**config.mk**
```make
export PLATFORM = sky130hd
export DESIGN_NAME = sccb_init_seq
export DESIGN_NICKNAME = d
export VERILOG_FILES = /design/src/rtl/sccb_init_seq.sv
export SDC_FILE = /design/constraint.sdc
export NUM_CORES = 1
export LEC_CHECK = 0
export CAP_MARGIN = 20
export CORE_MARGIN = 2
export CORE_UTILIZATION = 31
export CTS_CLUSTER_DIAMETER = 100
export DETAILED_ROUTE_END_ITERATION = 12
export HOLD_SLACK_MARGIN = 0.08
export PLACE_DENSITY_LB_ADDON = 0.08
export SYNTH_ARGS = -nofsm -noshare
export SYNTH_HDL_FRONTEND = slang
export SYNTH_SLANG_ARGS = --single-unit
```
**constraint.sdc**
```tcl
create_clock -name CLK -period 4.6 [get_ports CLK]
set_clock_uncertainty 0.15 [all_clocks]
set_input_delay 0.69 -clock CLK [delete_from_list [all_inputs] [get_ports CLK]]
set_output_delay 0.69 -clock CLK [all_outputs]
set_load 0.02 [all_outputs]
```
**src/rtl/sccb_init_seq.sv**
```systemverilog
// rtl/sccb_init_seq.sv - camera power-up sequencer and SCCB register-write master
// Releases CSI reset on a timer, then writes every ROM table entry over SCCB.
module sccb_init_seq #(
  parameter int         CLK_DIV     = 125,
  parameter logic [7:0] DEV_ADDR    = 8'h42,
  parameter int         RST_CYCLES  = 500000,
  parameter int         WAIT_CYCLES = 1000000,
  parameter int         AUTO_START  = 1
) (
  input  logic        CLK,
  input  logic        nRST,
  input  logic        START,
  output logic [7:0]  ROM_ADDR,
  input  logic [15:0] ROM_DATA,
  output logic        SIOC,
  output logic        SIOD_OE,
  output logic        CSI_RST,
  output logic        CSI_PWDN,
  output logic        BUSY,
  output logic        DONE,
  output logic [7:0]  WR_CNT
);

  localparam logic [3:0] S_IDLE     = 4'd0;
  localparam logic [3:0] S_RST_HOLD = 4'd1;
  localparam logic [3:0] S_PWR_WAIT = 4'd2;
  localparam logic [3:0] S_FETCH    = 4'd3;
  localparam logic [3:0] S_START_B  = 4'd4;
  localparam logic [3:0] S_BIT      = 4'd5;
  localparam logic [3:0] S_STOP_B   = 4'd6;
  localparam logic [3:0] S_GAP      = 4'd7;
  localparam logic [3:0] S_FIN      = 4'd8;

  localparam int CNT_MAX = (RST_CYCLES > WAIT_CYCLES) ? RST_CYCLES : WAIT_CYCLES;
  localparam int CNT_W   = $clog2(CNT_MAX + 1);
  localparam int TICK_W  = (CLK_DIV > 1) ? $clog2(CLK_DIV) : 1;

  localparam logic [CNT_W-1:0]  RST_LAST  = CNT_W'(RST_CYCLES - 1);
  localparam logic [CNT_W-1:0]  WAIT_LAST = CNT_W'(WAIT_CYCLES - 1);
  localparam logic [TICK_W-1:0] TICK_LAST = TICK_W'(CLK_DIV - 1);
  localparam logic [4:0]        LAST_BIT  = 5'd26;

  logic [3:0]        state_q, state_d;
  logic [CNT_W-1:0]  cnt_q, cnt_d;
  logic [TICK_W-1:0] tick_q, tick_d;
  logic [1:0]        qtr_q, qtr_d;
  logic [4:0]        bit_q, bit_d;
  logic [26:0]       frame_q, frame_d;
  logic              fetch_q, fetch_d;
  logic [7:0]        rom_addr_q, rom_addr_d;
  logic [7:0]        wr_cnt_q, wr_cnt_d;
  logic              sioc_q, sioc_d;
  logic              siod_oe_q, siod_oe_d;
  logic              csi_rst_q, csi_rst_d;
  logic              busy_q, busy_d;
  logic              done_q, done_d;
  logic [1:0]        lvl_d;

  logic in_bus;
  logic tick;
  logic bit_end;

  // Line levels {SIOC, SIOD} for a given state and quarter of the current bit.
  function automatic logic [1:0] bus_level(input logic [3:0] st, input logic [1:0] q,
                                           input logic b);
    case (st)
      S_START_B: bus_level = {q != 2'd3, q == 2'd0};
      S_BIT:     bus_level = {(q == 2'd1) || (q == 2'd2), b};
      S_STOP_B:  bus_level = {q != 2'd0, q[1]};
      default:   bus_level = 2'b11;
    endcase
  endfunction

  assign in_bus  = (state_q == S_START_B) || (state_q == S_BIT) ||
                   (state_q == S_STOP_B)  || (state_q == S_GAP);
  assign tick    = in_bus && (tick_q == TICK_LAST);
  assign bit_end = tick && (qtr_q == 2'd3);

  always_comb begin
    state_d    = state_q;
    cnt_d      = cnt_q;
    tick_d     = '0;
    qtr_d      = qtr_q;
    bit_d      = bit_q;
    frame_d    = frame_q;
    fetch_d    = fetch_q;
    rom_addr_d = rom_addr_q;
    wr_cnt_d   = wr_cnt_q;

    if (in_bus) begin
      tick_d = tick ? '0 : tick_q + TICK_W'(1);
      if (tick) qtr_d = qtr_q + 2'd1;
    end

    case (state_q)
      S_IDLE: begin
        if (START || (AUTO_START != 0)) begin
          state_d    = S_RST_HOLD;
          cnt_d      = '0;
          rom_addr_d = '0;
          wr_cnt_d   = '0;
        end
      end
      S_RST_HOLD: begin
        if (cnt_q == RST_LAST) begin
          cnt_d   = '0;
          state_d = S_PWR_WAIT;
        end else begin
          cnt_d = cnt_q + CNT_W'(1);
        end
      end
      S_PWR_WAIT: begin
        if (cnt_q == WAIT_LAST) begin
          cnt_d   = '0;
          state_d = S_FETCH;
        end else begin
          cnt_d = cnt_q + CNT_W'(1);
        end
      end
      S_FETCH: begin
        // First clock presents the address; the ROM answers on the second.
        fetch_d = ~fetch_q;
        if (fetch_q) begin
          if (ROM_DATA == 16'hFFFF) begin
            state_d = S_FIN;
          end else begin
            state_d = S_START_B;
            qtr_d   = 2'd0;
            frame_d = {DEV_ADDR, 1'b1, ROM_DATA[15:8], 1'b1, ROM_DATA[7:0], 1'b1};
          end
        end
      end
      S_START_B: begin
        if (bit_end) begin
          state_d = S_BIT;
          bit_d   = '0;
        end
      end
      S_BIT: begin
        if (bit_end) begin
          if (bit_q == LAST_BIT) begin
            state_d = S_STOP_B;
          end else begin
            bit_d   = bit_q + 5'd1;
            frame_d = {frame_q[25:0], 1'b1};
          end
        end
      end
      S_STOP_B: begin
        if (bit_end) state_d = S_GAP;
      end
      S_GAP: begin
        if (bit_end) begin
          wr_cnt_d = wr_cnt_q + 8'd1;
          // The table index saturates at the last slot rather than wrapping.
          if (rom_addr_q == 8'hFF) begin
            state_d = S_FIN;
          end else begin
            rom_addr_d = rom_addr_q + 8'd1;
            state_d    = S_FETCH;
          end
        end
      end
      S_FIN: begin
        if (START) begin
          state_d    = S_RST_HOLD;
          cnt_d      = '0;
          rom_addr_d = '0;
          wr_cnt_d   = '0;
        end
      end
      default: state_d = S_IDLE;
    endcase
  end

  // Pins are decoded from the next state so they leave flops, glitch-free.
  always_comb begin
    lvl_d     = bus_level(state_d, qtr_d, frame_d[26]);
    sioc_d    = lvl_d[1];
    siod_oe_d = ~lvl_d[0];
    csi_rst_d = (state_d != S_IDLE) && (state_d != S_RST_HOLD);
    busy_d    = (state_d != S_IDLE) && (state_d != S_FIN);
    done_d    = (state_d == S_FIN);
  end

  always_ff @(posedge CLK or negedge nRST) begin
    if (!nRST) begin
      state_q    <= S_IDLE;
      cnt_q      <= '0;
      tick_q     <= '0;
      qtr_q      <= '0;
      bit_q      <= '0;
      frame_q    <= '0;
      fetch_q    <= 1'b0;
      rom_addr_q <= '0;
      wr_cnt_q   <= '0;
      sioc_q     <= 1'b1;
      siod_oe_q  <= 1'b0;
      csi_rst_q  <= 1'b0;
      busy_q     <= 1'b0;
      done_q     <= 1'b0;
    end else begin
      state_q    <= state_d;
      cnt_q      <= cnt_d;
      tick_q     <= tick_d;
      qtr_q      <= qtr_d;
      bit_q      <= bit_d;
      frame_q    <= frame_d;
      fetch_q    <= fetch_d;
      rom_addr_q <= rom_addr_d;
      wr_cnt_q   <= wr_cnt_d;
      sioc_q     <= sioc_d;
      siod_oe_q  <= siod_oe_d;
      csi_rst_q  <= csi_rst_d;
      busy_q     <= busy_d;
      done_q     <= done_d;
    end
  end

  assign ROM_ADDR = rom_addr_q;
  assign SIOC     = sioc_q;
  assign SIOD_OE  = siod_oe_q;
  assign CSI_RST  = csi_rst_q;
  assign CSI_PWDN = 1'b0;
  assign BUSY     = busy_q;
  assign DONE     = done_q;
  assign WR_CNT   = wr_cnt_q;

endmodule

```
==> impl_metrics.toml, run 1 <==
[logic_synthesis]
synthesis.nets = 515
ys_warn_count = 0
synthAdderAreaFrac_pct = 2.778
synth_compound_gate_area_share_pct = 12.31
synth_edf_count = 0
synthMuxAreaShare_pct = 0.6944
syn_inst = 486
syn_area_per_cell_sq_um = 9.268
synth_xor_area_share_pct = 3.694
synth_area_sq_mm = 0.004504
synthArstFlopShare_pct = 100.0
yosys_most_used_dff = "dfrtp_1"
synth_cell_types = 64
synth_top_family_by_area = "simple AND/OR/NAND/NOR gates"
yosysSeqAreaShare_pct = 48.36
ys_seq_elements = 87
yosys.area_share.simple_pct = 28.08

[floorplan]
ios = 41
die_y_microns = 124.5
coreArea_sq_mm = 0.01437
initial_core_util_pct = 31.35
die-width_microns = 124.5
dieArea_sq_mm = 0.01551
rows = 44

[routing]
vias_per_cell = 5.065
routedWlPerCell_microns = 14.60
ant_nets = 0
drtIter0Drc = 256
dr.pass1.iters = 5
drt_wl_total_microns = 10370
drc = 0
num_vias = 3596

[cts]
cts_setup_buffers = 0
cts_hold_buf = 0
htreeDepth = 3
ctsResizeCount = 0
clock_latency_ns = 0.35
cts_tree = "yes"
clock_path_buffers = 2
clock_sinks = 87
cts_root_buffer = "clkbuf_16"
path_clk_slew_ns = 0.06
cts_buffers = 9

[timing]
max_freq_mhz = 300.7
fin_crit_sh_pct = 72.30
worstMarginPinSlew_ns = 0.9469
maxSlewHeadroom_pct = 36.29
maxSlewViolCount = 0
tns_ns = 0
final-setup-viol-count = 0
rsz0062_at_grt = "false"
hold_viol = 0
layout_min_cycle_time_ns = 3.326

[setup_path]
cp-start-kind = "primary input"
critPathCaptureType = "flip-flop"
worstPathArrival_ns = 3.43
cp_max_fo = 19
path_class = "primary input to flip-flop"
worstPathRequired_ns = 4.70

[grt]
antenna_found_initial = 0
grt_remaining_overflow = 0
grt_use_total_pct = 14.20
grt_pass1_wl_microns = 17810
grt_pass1_vias = 3544
grt_max_degree = 65

[cells_and_area]
diodes = 0
fill_cells = 1468
areaGrowthSynthToFinish_pct = 19.67
drive_above_1_share_pct = 8.365
nets = 550

[run_status]
outcome = "complete, no violations"

[place]
hpwl_microns = 7261
place_congestion = 0.7228
io_buffers = 39

[power_and_ir_drop]
power.total_mw = 1.666
power_density_mw_per_mm2 = 309.1
irDropWorstVdd_v = 0.0002775
p_leak_nw = 2.393

[run]
maxCapViolCount = 0

[hold_path]
hold_class = "primary input to async pin"
metrics by stage:
| stage | instances | instance area [sq um] | hold WS [ns] | worst slack (ns) | util [%] |
|---|---|---|---|---|---|
| 2_1_floorplan | 486 | 4504 | 0.2444 | 1.925 | - |
| 3_3_place_gp | 692 | 5026 | 0.3046 | 0.9411 | 34.98 |
| 3_5_place_dp | 693 | 5037 | 0.3078 | 0.9970 | 35.06 |
| 4_1_cts | 709 | 5383 | 0.3273 | 1.351 | 37.46 |
| 5_1_grt | 710 | 5390 | 0.3471 | 1.074 | 37.51 |
| 6_report | 710 | 5390 | 0.3040 | 1.274 | 37.51 |
flip-flops by register name, summed over array words and instances (netlist names):
signal / cells
SIOC: 1
CSI_RST: 1
state_q: 4
bit_q: 5
tick_q: 7
DONE: 1
fetch_q: 1
BUSY: 1
SIOD_OE: 1
cnt_q: 20
ROM_ADDR: 8
qtr_q: 2
frame_q: 27
WR_CNT: 8
critical path: stages:
cell             delay [ns]
clkdlybuf4s50_1        0.48
nand4_1                0.11
nor4_1                 0.83
nor2_1                 0.15
buf_4                  0.25
nor2_1                 0.26
inv_1                  0.08
ha_1                   0.20
nor4b_1                0.14
o31ai_1                0.22
final timing paths:
path                                          from                       to  slack, ns  depth (start not counted)
max                                   ROM_DATA[10]           SIOC$_DFF_PN1_       1.27                         10
min reg2reg                frame_q[21]$_DFFE_PN0P_  frame_q[22]$_DFFE_PN0P_       0.32                          2
min in group CLK           frame_q[21]$_DFFE_PN0P_  frame_q[22]$_DFFE_PN0P_       0.32                          2
max reg2reg                   cnt_q[6]$_DFFE_PN0P_    cnt_q[11]$_DFFE_PN0P_       1.63                          7
max in group asynchronous                     nRST           SIOC$_DFF_PN1_       3.08                          2
min                                           nRST    WR_CNT[5]$_DFFE_PN0P_       0.30                          1
cell type report:
class                   instances  area [sq um]  area share [%]
flip-flops and latches         87          2178           40.41
multi-input cells             365          2151           39.90
well taps                     184         230.2           4.271
repair buffers                 45         436.7           8.101
inverters                      13         48.80          0.9053
clock inverters                 7         120.1           2.228
clock buffers                   9         225.2           4.178
cell families (layout without fill, tap and decap cells):
logic type	after synthesis	count (layout)
AO/OA/AOI/OAI	84	84
AND/OR/NAND/NOR	248	248
XOR/XNOR	19	19
buffers and inverters	34	74
adder cells (fa/ha/maj)	10	10
multiplexers	3	3
flip-flops	87	87
other	1	1
routing by layer:
metal  global-route usage (%)  share of wire, %  up-vias  wire length, microns
met3                    4.424               4.5        9                   463
met4                    4.098               1.2        0                   123
met5                        0                 0        -                     0
met1                    19.63                50     1730                  5218
li1                         -                 -     1791                     -
met2                    21.44                44       66                  4562
placed cells by master, fill, tap and decap left out, drive strengths merged, types with 3 or more instances in the layout:
cell	netlist	final
a21oi	19	19
a22o	4	4
a22oi	16	16
a31oi	12	12
and2	4	4
and3	8	8
and4	4	4
buf	9	7
bufinv	0	3
clkbuf	12	9
clkdlybuf4s50	0	38
dfrtp	86	86
ha	10	10
inv	13	14
nand2	91	91
nand2b	8	8
nand3	31	31
nand4	15	15
nor2	43	43
nor2b	3	3
nor3	7	7
nor4	7	7
o21ai	15	15
or2	5	5
or3	5	5
xnor2	5	5
xor2	14	14
Yosys cell counts, drive strengths merged, types with 3 or more instances:
cell type / n / area, sq um
nand2: 91 / 341.6
and2: 4 / 26.28
nor2: 43 / 161.4
and3: 8 / 50.05
a31oi: 12 / 75.07
nor2b: 3 / 18.77
inv: 13 / 48.80
nor3: 7 / 35.03
a22oi: 16 / 120.1
ha: 10 / 125.1
or2: 5 / 33.78
xnor2: 5 / 43.79
nor4: 7 / 73.82
or3: 5 / 33.78
nand2b: 8 / 50.05
o21ai: 15 / 75.07
and4: 4 / 37.54
buf: 9 / 86.32
nand3: 31 / 155.2
xor2: 14 / 122.6
clkbuf: 12 / 45.04
a22o: 4 / 36.29
a21oi: 19 / 95.09
nand4: 15 / 93.84
dfrtp: 86 / 2152
power breakdown:
part / total, mW / internal [mW] / leakage, nW / switching [mW]
clock: 0.850 / 0.533 / 0.166 / 0.317
combinational: 0.0405 / 0.0170 / 1.14 / 0.0235
sequential: 0.776 / 0.772 / 1.09 / 0.00410
No activity file was read; power rests on OpenSTA's default activity.
==> run 2, diff against run 1 <==
clock period = 3.2 ns   (was 4.6 ns; I/O delays follow)
==> run 2 against run 1 <==
  * Cell count up 0.99%
  * Clock power increased by 20%
  * First-iteration DRC count shrank 38%
  * Largest power group is now sequential cells
  * Register-to-register slack got worse by 1.2 ns
  * Clock-buffer cell count is 2 higher
  * Critical path depth is 4 lower
  * Combinational power grew 51%
==> impl_metrics.toml, run 2 (same netlist as run 1, synthesis figures left out) <==
[run_status]
outcome = "complete, no violations"

[setup_path]
worst-r2r-setup-slack_ns = 0.39
endpoint = "cnt_q[11]$_DFFE_PN0P_"
critPathCaptureType = "flip-flop"
worstPathRequired_ns = 3.27
startpoint = "cnt_q[6]$_DFFE_PN0P_"
r2r-end = "cnt_q[11]$_DFFE_PN0P_"
r2r_start = "cnt_q[6]$_DFFE_PN0P_"
r2r_cells = 6
worstPathArrival_ns = 2.89
path_class = "flip-flop to flip-flop"
cp-start-kind = "flip-flop"
cp_max_fo = 22

[cts]
cts_tree = "yes"
clock_path_buffers = 2
cts_buffers = 9
path_clk_slew_ns = 0.07
htreeDepth = 3
cts_setup_buffers = 0
ctsResizeCount = 0
cts_root_buffer = "clkbuf_16"
clock_latency_ns = 0.34
cts_hold_buf = 1
clock_sinks = 87

[cells_and_area]
top_register = "frame_q"
final_cell_mix = "91 x nand2_1, 86 x dfrtp_1, 43 x nor2_1"
diodes = 0
top_regs = "frame_q: 27 flops, cnt_q: 20 flops"
post-route-util_pct = 37.52
seqCellArea_sq_mm = 0.002178
fill_cells = 1435
largest_reg_flops = 27
drive_above_1_share_pct = 9.006
layout.cells.non_filler = 717
nets = 557
final_common_cell = "nand2_1"
multi_input_area_sq_mm = 0.002151
areaGrowthSynthToFinish_pct = 19.69
fin_area_sq_mm = 0.005391

[floorplan]
coreArea_sq_mm = 0.01437
die-width_microns = 124.5
ios = 41
die_y_microns = 124.5
initial_core_util_pct = 31.35
rows = 44
dieArea_sq_mm = 0.01551

[timing]
hold_viol = 0
maxSlewHeadroom_pct = 49.17
layout_min_cycle_time_ns = 2.815
worstMarginPinSlew_ns = 0.7624
maxSlewViolCount = 0
final-setup-viol-count = 0
fin_crit_sh_pct = 87.96
rsz0062_at_grt = "false"
setup_ws_ns = 0.3852
tns_ns = 0
worst_hold_slack_ns = 0.3261
max_freq_mhz = 355.3

[run]
maxCapViolCount = 0

[power_and_ir_drop]
irDropWorstVdd_v = 0.0002118
power.total_mw = 2.202
power_density_mw_per_mm2 = 408.4
p_leak_nw = 2.409

[routing]
routedWlPerCell_microns = 14.35
drc = 0
drt_wl_total_microns = 10290
drtIter0Drc = 160
num_vias = 3630
dr.pass1.iters = 4
ant_nets = 0
vias_per_cell = 5.063

[place]
dp_cells = 700
place_congestion = 0.7768
dpl_cell_area_sq_mm = 0.005099
io_buffers = 39
hpwl_microns = 7280
pre_cts_ws_ns = 0.2102

[hold_path]
hold_class = "flip-flop to flip-flop"

[grt]
grt_use_total_pct = 13.96
grt_max_degree = 52
antenna_found_initial = 0
grt_pass1_wl_microns = 17630
grt_pass1_vias = 3526
grt_remaining_overflow = 0
## run 2: layout make-up
cell class	count	share of cell area, %
well taps	184	4.270
clock buffers	11	4.317
flip-flops and latches	87	40.40
inverters	13	0.9051
clock inverters	5	0.9283
multi-input cells	365	39.89
repair buffers	52	9.283
## run 2: how the worst min path moves through the flow
stage	from	endpoint	slack (ns)	cells past startpoint
6_report	frame_q[12]$_DFFE_PN0P_	frame_q[12]$_DFFE_PN0P_	0.33	2
5_1_grt	frame_q[0]$_DFFE_PN0P_	frame_q[0]$_DFFE_PN0P_	0.35	1
4_1_cts	frame_q[12]$_DFFE_PN0P_	frame_q[12]$_DFFE_PN0P_	0.33	2
3_5_place_dp	frame_q[0]$_DFFE_PN0P_	frame_q[0]$_DFFE_PN0P_	0.31	1
3_3_place_gp	frame_q[20]$_DFFE_PN0P_	frame_q[21]$_DFFE_PN0P_	0.31	2
2_1_floorplan	nRST	BUSY$_DFF_PN0_	0.03	0
## run 2: layer usage
metal  vias up  share of wire [%]  GRT usage, %
met4         0                1.8         5.552
met2        59                 45         21.70
met3        13                3.9         2.921
met5         -                  0             0
li1       1803                  -             -
met1      1755                 49         19.04
## run 2: critical path, stage by stage, from the launching register on
cell and delay (ns):
dfrtp_1 0.45, or4_1 0.58, nor4_4 0.36, a21oi_1 0.11
o21a_1 0.47, and3_1 0.31, a221o_1 0.26
## run 2: power by group
group	total (mW)	switching (mW)	internal, mW
registers	1.12	0.00569	1.11
logic	0.0613	0.0342	0.0271
clock network	1.02	0.425	0.600
total	2.20	0.465	1.74
==> run 3, diff against run 2 <==
CTS_CLUSTER_SIZE = 16   (was unset)
clock period = 2.65 ns   (was 3.2 ns; I/O delays follow)
==> run 3 against run 2 <==
  * Design area increased by 7.3%
  * Power increased by 31%
  * Core utilization increased by 2.7 points
  * Setup slack got worse by 0.31 ns
  * First-iteration DRC count increased by 56%
  * Sequential cell count unchanged
  * Largest power group is now clock
  * Hold slack about the same
  * Register-to-register slack got worse by 0.31 ns
  * Critical endpoint is now BUSY$_DFF_PN0_
  * Sequential share of layout area decreased by 2.7 points
  * Fmax increased by 9.5%
  * Die area unchanged
==> impl_metrics.toml, run 3 (same netlist as run 1, synthesis figures left out) <==
[setup_path]
cpMaxStageDelayCell = "or4_1"
cp-start-kind = "flip-flop"
critPathCaptureType = "flip-flop"
cp_max_fo = 4
path_class = "flip-flop to flip-flop"
max_stage_delay_ns = 0.49
worstPathArrival_ns = 2.65
crit_chain = "ha_2 -> buf_4 -> a41oi_1 -> or4_1 -> a311o_1 -> or2_4 -> or3_1"
worstPathRequired_ns = 2.73

[routing]
dr.pass1.iters = 4
ant_nets = 0
drtIter0Drc = 249
drt_wl_total_microns = 11020
drc = 0
num_vias = 3815
routedWlPerCell_microns = 14.50
vias_per_cell = 5.020

[floorplan]
die-width_microns = 124.5
die_y_microns = 124.5
initial_core_util_pct = 31.35
rows = 44
ios = 41
dieArea_sq_mm = 0.01551
coreArea_sq_mm = 0.01437

[cts]
clock_path_buffers = 2
clock_sinks = 87
path_clk_slew_ns = 0.07
cts_tree = "yes"
cts_root_buffer = "clkbuf_16"
cts_buffers = 9
clock_latency_ns = 0.35
htreeDepth = 3

[timing]
max_freq_mhz = 388.9
layout_min_cycle_time_ns = 2.571
setup_ws_ns = 0.07862
worstMarginPinSlew_ns = 0.5401
maxSlewViolCount = 0
final-setup-viol-count = 0
fin_crit_sh_pct = 97.03
maxSlewHeadroom_pct = 63.66
hold_viol = 0

[power_and_ir_drop]
power_density_mw_per_mm2 = 500.5
p_leak_nw = 2.642
irDropWorstVdd_v = 0.0002255

[cells_and_area]
fill_cells = 1436
largest_reg_flops = 27
top_register = "frame_q"
diodes = 0
fin_area_sq_mm = 0.005783
final_common_cell = "nand2_1"
drive_above_1_share_pct = 16.84
nets = 600
top_regs = "frame_q: 27 flops, cnt_q: 20 flops"
final_cell_mix = "91 x nand2_1, 85 x dfrtp_1, 55 x buf_4"
areaGrowthSynthToFinish_pct = 28.39

[grt]
grt_remaining_overflow = 0
antenna_found_initial = 0
grt_pass1_vias = 3765
grt_max_degree = 42
grt_pass1_wl_microns = 18760
grt_use_total_pct = 14.93

[place]
place_congestion = 0.8000
pre_cts_ws_ns = -0.2570
dpl_cell_area_sq_mm = 0.005384
io_buffers = 39
hpwl_microns = 7879

[run]
maxCapViolCount = 0

[hold_path]
hold_class = "flip-flop to flip-flop"

[run_status]
outcome = "complete, no violations"
## run 3: cell count changes in the layout (fill, tap and decap cells not counted), moves of 2 or more
cell	before	now
clkinv_2	4	0
ha_1	10	8
bufinv_16	1	3
buf_4	12	55
ha_2	0	2
## run 3: stage by stage
step                      utilization, %  cells  total power, mW  setup TNS (ns)  hold WS (ns)
final                              40.25    760            2.895               0        0.3261
after CTS                          39.90    755            2.942               0        0.3219
after global routing               40.25    760            3.008        -0.01729        0.3308
after global placement             37.47    738            1.450         -0.3724        0.2479
after detailed placement           37.47    738            1.450         -0.5178        0.2386
after floorplan                        -    486            1.383               0      -0.04809
## run 3: final timing paths
| path | cells after the start | to | start | slack (ns) |
|---|---|---|---|---|
| worst min register to register | 2 | frame_q[22]$_DFFE_PN0P_ | frame_q[21]$_DFFE_PN0P_ | 0.33 |
| worst min-delay path | 2 | frame_q[22]$_DFFE_PN0P_ | frame_q[21]$_DFFE_PN0P_ | 0.33 |
| max in group asynchronous | 3 | cnt_q[9]$_DFFE_PN0P_ | nRST | 1.35 |
| min in group asynchronous | 2 | WR_CNT[6]$_DFFE_PN0P_ | nRST | 0.39 |
| worst max-delay path | 7 | BUSY$_DFF_PN0_ | qtr_q[0]$_DFF_PN0_ | 0.08 |
| worst max register to register | 7 | BUSY$_DFF_PN0_ | qtr_q[0]$_DFF_PN0_ | 0.08 |
## run 3: layout make-up
class / count / area (sq um) / area share, %
Sequential cell: 87 / 2180 / 37.69
Inverter: 13 / 48.80 / 0.8438
Timing Repair Buffer: 95 / 823.3 / 14.24
Tap cell: 184 / 230.2 / 3.981
Clock inverter: 5 / 106.4 / 1.839
Multi-Input combinational cell: 365 / 2162 / 37.39
Clock buffer: 11 / 232.7 / 4.024
## run 3: worst max-delay path, delay by kind of cell (launching register included)
kind / cells / cell delay, ns
compound gates: 2 / 0.52
buf+inv: 1 / 0.11
flops: 1 / 0.37
fa+ha+maj: 1 / 0.20
simple gates: 3 / 1.09
## run 3: metal layers
layer	up-vias	part of all wire, %	wire [microns]	global-route usage, %
li1	1895	-	-	-
met1	1844	49	5355	19.68
met2	64	46	5080	23.98
met3	12	3.6	393	2.878
met4	0	1.7	191	6.411
met5	-	0	0	0
## run 3: power by group
| part | switching [mW] | internal, mW | total, mW |
|---|---|---|---|
| clock | 0.547 | 0.924 | 1.47 |
| sequential | 0.00715 | 1.34 | 1.35 |
| combinational | 0.0422 | 0.0336 | 0.0759 |
| total | 0.596 | 2.30 | 2.89 |
## run 3: repair_timing
action                     4_1_cts  5_1_grt
pin swaps                        1        2
buffers inserted                 0        5
setup endpoints to repair        1       19
hold endpoints to repair        30        0
hold buffers                     1        0
resized for setup                0        7
gates cloned                     0        0
